## src/rtl/mips_register_file.sv

```systemverilog
// 32 x 32-bit MIPS general-purpose register file.
// Two combinational read ports, one clocked write port, same-cycle
// write-to-read bypass, hardwired-zero $0 and a one-cycle write_ack pulse.
module mips_register_file #(
   parameter int unsigned DATA_W   = 32,
   parameter int unsigned ADDR_W   = 5,
   parameter int unsigned NUM_REGS = 32
) (
   input  logic              clk,
   input  logic              reset_n,
   input  logic [ADDR_W-1:0] read_reg1,
   input  logic [ADDR_W-1:0] read_reg2,
   input  logic [ADDR_W-1:0] write_reg,
   input  logic [DATA_W-1:0] write_data,
   input  logic              reg_write,
   output logic [DATA_W-1:0] read_data1,
   output logic [DATA_W-1:0] read_data2,
   output logic              write_ack
);

   logic [DATA_W-1:0] regs_q [NUM_REGS];
   logic [DATA_W-1:0] regs_d [NUM_REGS];
   logic              write_ack_q;
   logic              write_ack_d;
   logic              wr_en;
   logic              bypass1;
   logic              bypass2;

   // A write only takes effect for a non-zero destination
   assign wr_en   = reg_write && (write_reg != '0);
   assign bypass1 = wr_en && (write_reg == read_reg1);
   assign bypass2 = wr_en && (write_reg == read_reg2);

   // Next-state of the register array; $0 is pinned to zero
   always_comb begin
      regs_d      = regs_q;
      write_ack_d = wr_en;
      if (wr_en) begin
         regs_d[write_reg] = write_data;
      end
      regs_d[0] = '0;
   end

   // Register array and write_ack state, cleared asynchronously
   always_ff @(posedge clk or negedge reset_n) begin
      if (!reset_n) begin
         for (int unsigned i = 0; i < NUM_REGS; i++) begin
            regs_q[i] <= '0;
         end
         write_ack_q <= 1'b0;
      end else begin
         regs_q      <= regs_d;
         write_ack_q <= write_ack_d;
      end
   end

   // Read port 1: zero during reset and for $0, bypass a matching write
   always_comb begin
      read_data1 = '0;
      if (reset_n && (read_reg1 != '0)) begin
         if (bypass1) begin
            read_data1 = write_data;
         end else begin
            read_data1 = regs_q[read_reg1];
         end
      end
   end

   // Read port 2: same rules as port 1, evaluated independently
   always_comb begin
      read_data2 = '0;
      if (reset_n && (read_reg2 != '0)) begin
         if (bypass2) begin
            read_data2 = write_data;
         end else begin
            read_data2 = regs_q[read_reg2];
         end
      end
   end

   assign write_ack = write_ack_q;

endmodule

```

## config.mk

```make
export PLATFORM = sky130hd
export DESIGN_NAME = mips_register_file
export DESIGN_NICKNAME = d
export VERILOG_FILES = /design/src/rtl/mips_register_file.sv
export SDC_FILE = /design/constraint.sdc
export NUM_CORES = 2
export LEC_CHECK = 0
export CORE_UTILIZATION = 50
export CTS_BUF_LIST = sky130_fd_sc_hd__clkbuf_16
export CTS_CLUSTER_DIAMETER = 40
export CTS_CLUSTER_SIZE = 40
export DETAILED_ROUTE_END_ITERATION = 10
export PLACE_DENSITY = 0.66
export SLEW_MARGIN = 5
export SYNTH_ARGS = -nofsm -noshare
export SYNTH_HDL_FRONTEND = slang
export SYNTH_SLANG_ARGS = --single-unit
```

## constraint.sdc

```tcl
create_clock -name clk -period 3.4 [get_ports clk]
set_input_delay 0.51 -clock clk [delete_from_list [all_inputs] [get_ports clk]]
set_output_delay 0.51 -clock clk [all_outputs]
set_load 0.005 [all_outputs]
```

==> qor.yml <==
status: "complete, but fails checks"
violations: "setup timing"
syn_avg_cell_area_um2: 14.57
first_pass_iters: 5
fraction_of_final_layout_cells_sized_beyond_drive_strength_1_pct: 58.86
vdd.ir_drop.worst_mv: 0.5425
yosys.area.top_type: "dfrtp_1"
postRouteAntennaNets: 0
clock_power_share_pct: 39.1
syn-num-nets: 3740
cp-startpoint: "read_reg1[1]"
power.sequential.fraction_pct: 40.1
routed_wirelength_um: 192600
switching_share_pct: 28.24
antenna_violations_before_repair: 6
cts-buffers-inserted: 152
synthesis_warning_total: 0
synth_area_um2: 53750
synth-seq-cells: 993
cp_num_buf_inv: 6
first_pass_grt_wire_length_um: 276900
initial_utilization_pct: 50.78
cts.clk_slew.worst_paths_ns: 0.06
crit_path_cell_trace: "buf_16, buf_6, buf_12, xor2_1, nor3_2, nand4_1, clkbuf_16, buf_4, a21oi_2, clkdlybuf4s50_1"
timing.max_cap.violations: 0
detailroute.via_count: 38560
ys_async_sr_fraction_pct: 100.0
setup_viol_count_final: 6
final_nets: 4124
critical_path.max_stage_delay_ns: 0.55
cts.path.max_buffers: 3
final-max-slew-violation-count: 0
drc_violations: 0
crit_fanout: 19
cts_max_level: 4
avgViaCountPerCell: 6.897
most_common_cell_in_the_netlist: "mux2_2"
maxClockFrequency_ghz: 0.2880
cts_tree: "done"
place_hpwl_um: 118000
count_of_mapped_cells_out_of_synthesis: 3690
grt_start_max_net_pins: 176
leakagePower_uw: 0.02911
crit_type: "input port to primary output"
die_h_um: 329.9
synth_enable_flop_cells: 0
place_inst: 5263
internal_power_uw: 28500
finish.cell_count_without_fillers: 5591
rsz0062_at_grt: "yes"
post_synth_most_frequent_cells: "1127 x mux2_2, 993 x dfrtp_1, 395 x mux4_2"
timing.critical_path.arrival_ns: 2.96
critical_path.endpoint_type: "primary output"
floorplan.rows: 119
synth_sequential_area_ratio_pct: 46.23
grt_total_ovfl: 0
hold_path.class: "input port to asynchronous set/reset pin"
number_of_library_cell_types_mapped_by_synthesis: 53
clk-insertion-delay-late_ns: 0.74
die_area_um2: 108800
setup_total_negative_slack_ns: -0.1529
grt_usage_pct: 35.43
synth_top_cells_by_area: "dfrtp_1 46%, mux2_2 24%, mux4_2 17%"
floorplan.die.width_um: 329.9
cp-start-kind: "input port"
critPathTopFamily: "buffers and inverters"
layout_setup_ws_ns: -0.07282
io_pins: 115
power.share.combinational_pct: 20.8
timing_worst_slew_pin_value_ns: 1.083
switching_power_uw: 11220
placeable_area_um2: 105900
first_iter_violations: 4365
num-fill-cells: 7859
worst_r2r_startpoint: "regs_q[615]"
timing_hold_violations_final: 0
place_congestion: 0.8918
cts_root_buffer: "clkbuf_16"
final.period_utilization_pct: 102.1
postSynth.topFlopCell: "dfrtp_1"
port_buffers: 114
clock_skew_ns: 0
power.density_nw_per_um2: 599.8
first_global_vias: 39010
timing.slew.headroom_pct: 27.79
top_cell_type_s_share_of_synthesized_area_pct: 46.23
crit_path_time_final_ns: 3.473
final_routed_wire_length_divided_by_cell_count_um: 34.44
clock_sinks: 993
timing.critical_path.slowest_stage_cell: "clkdlybuf4s50_1"
critPathRequiredTime_ns: 2.89
layout-area-overhead-vs-synth_pct: 23.18
## kinds of logic (layout without fill, tap and decap cells)
| kind of cell | Yosys count | count (layout) | share of synthesized area [%] |
|---|---|---|---|
| mux | 1638 | 1638 | 42.65 |
| flops | 993 | 993 | 46.23 |
| compound gates | 438 | 438 | 5.731 |
| buf+inv | 406 | 914 | 3.352 |
| simple gates | 205 | 205 | 1.876 |
| xor+xnor | 10 | 10 | 0.1629 |
| other cells | 0 | 2 | 0 |
## metal layers
metal / track usage [%] / wire (um)
met5: 0 / 70
met2: 52.19 / 85740
met3: 10.35 / 21440
met4: 14.41 / 8395
met1: 49.32 / 76920
## power by group through the flow
stage / registers (uW) / logic [uW] / clock network, uW
2_1_floorplan: 15400 / 5520 / 0
3_3_place_gp: 15900 / 7650 / 0
3_5_place_dp: 16000 / 7810 / 0
4_1_cts: 15800 / 8040 / 15700
5_1_grt: 16200 / 8710 / 16200
6_report: 15900 / 8240 / 15500
## flip-flops by register name (all words and copies together) (netlist names)
name       cells
regs_q       992
write_ack      1
## worst paths after layout
| check | end | slack [ns] | cells after the start |
|---|---|---|---|
| setup / recovery | read_data1[4] | -0.07 | 10 |
| hold / removal | regs_q[366] | 0.17 | 2 |
| setup reg to reg | regs_q[615] | 2.47 | 2 |
| hold reg to reg | regs_q[644] | 0.52 | 1 |
| max in group asynchronous | regs_q[124] | 1.11 | 4 |
| min in group clk | write_ack | 0.36 | 4 |
## metrics by stage
step	power [uW]	area [um^2]	utilization, %	setup slack, ns	hold slack, ns
after floorplan	20880	53750	-	0.6418	0.2144
after global placement	23530	59830	56.51	-0.4529	0.3683
after detailed placement	23810	59830	56.51	-0.4919	0.3673
after CTS	39520	65530	61.90	-0.1613	0.1458
after global routing	41090	66210	62.54	-0.1402	0.1721
final	39720	66220	62.55	-0.07282	0.1700
## layout make-up
type / instances / area (um^2) / area share (%)
well taps: 1391 / 1740 / 2.628
diodes: 2 / 5.005 / 0.007558
clock buffers: 153 / 3829 / 5.782
clock inverters: 125 / 1207 / 1.823
inverters: 6 / 22.52 / 0.03401
flip-flops and latches: 993 / 24850 / 37.53
repair buffers: 630 / 6598 / 9.964
multi-input cells: 2291 / 27970 / 42.23
## cells in the final DEF (no fill, tap or decap), types with 21 or more instances in the layout
master           synthesis  layout
mux2_2                1127    1127
dfrtp_1                993     993
mux4_2                 395     403
buf_4                   18     391
clkbuf_16                0     158
mux2i_1                105      94
buf_12                   2      94
a22oi_1                 79      65
o21ai_0                 84      54
clkdlybuf4s50_1          0      50
o22ai_1                 45      44
nand2_1                 56      41
a21oi_1                 53      39
dlygate4sd2_1            0      33
nor2_1                  51      30
a221oi_1                47      27
o21ai_1                  0      23
clkinv_2                 0      22
a211oi_1                21      21
## what timing repair did
item	CTS	global route
gates resized for setup	170	114
endpoints found under the hold margin	68	0
setup endpoints to repair	63	36
gates cloned	3	7
buffers inserted	26	13
hold buffers	1	0
pin swaps	35	26
No activity file was read; power rests on OpenSTA's default activity.
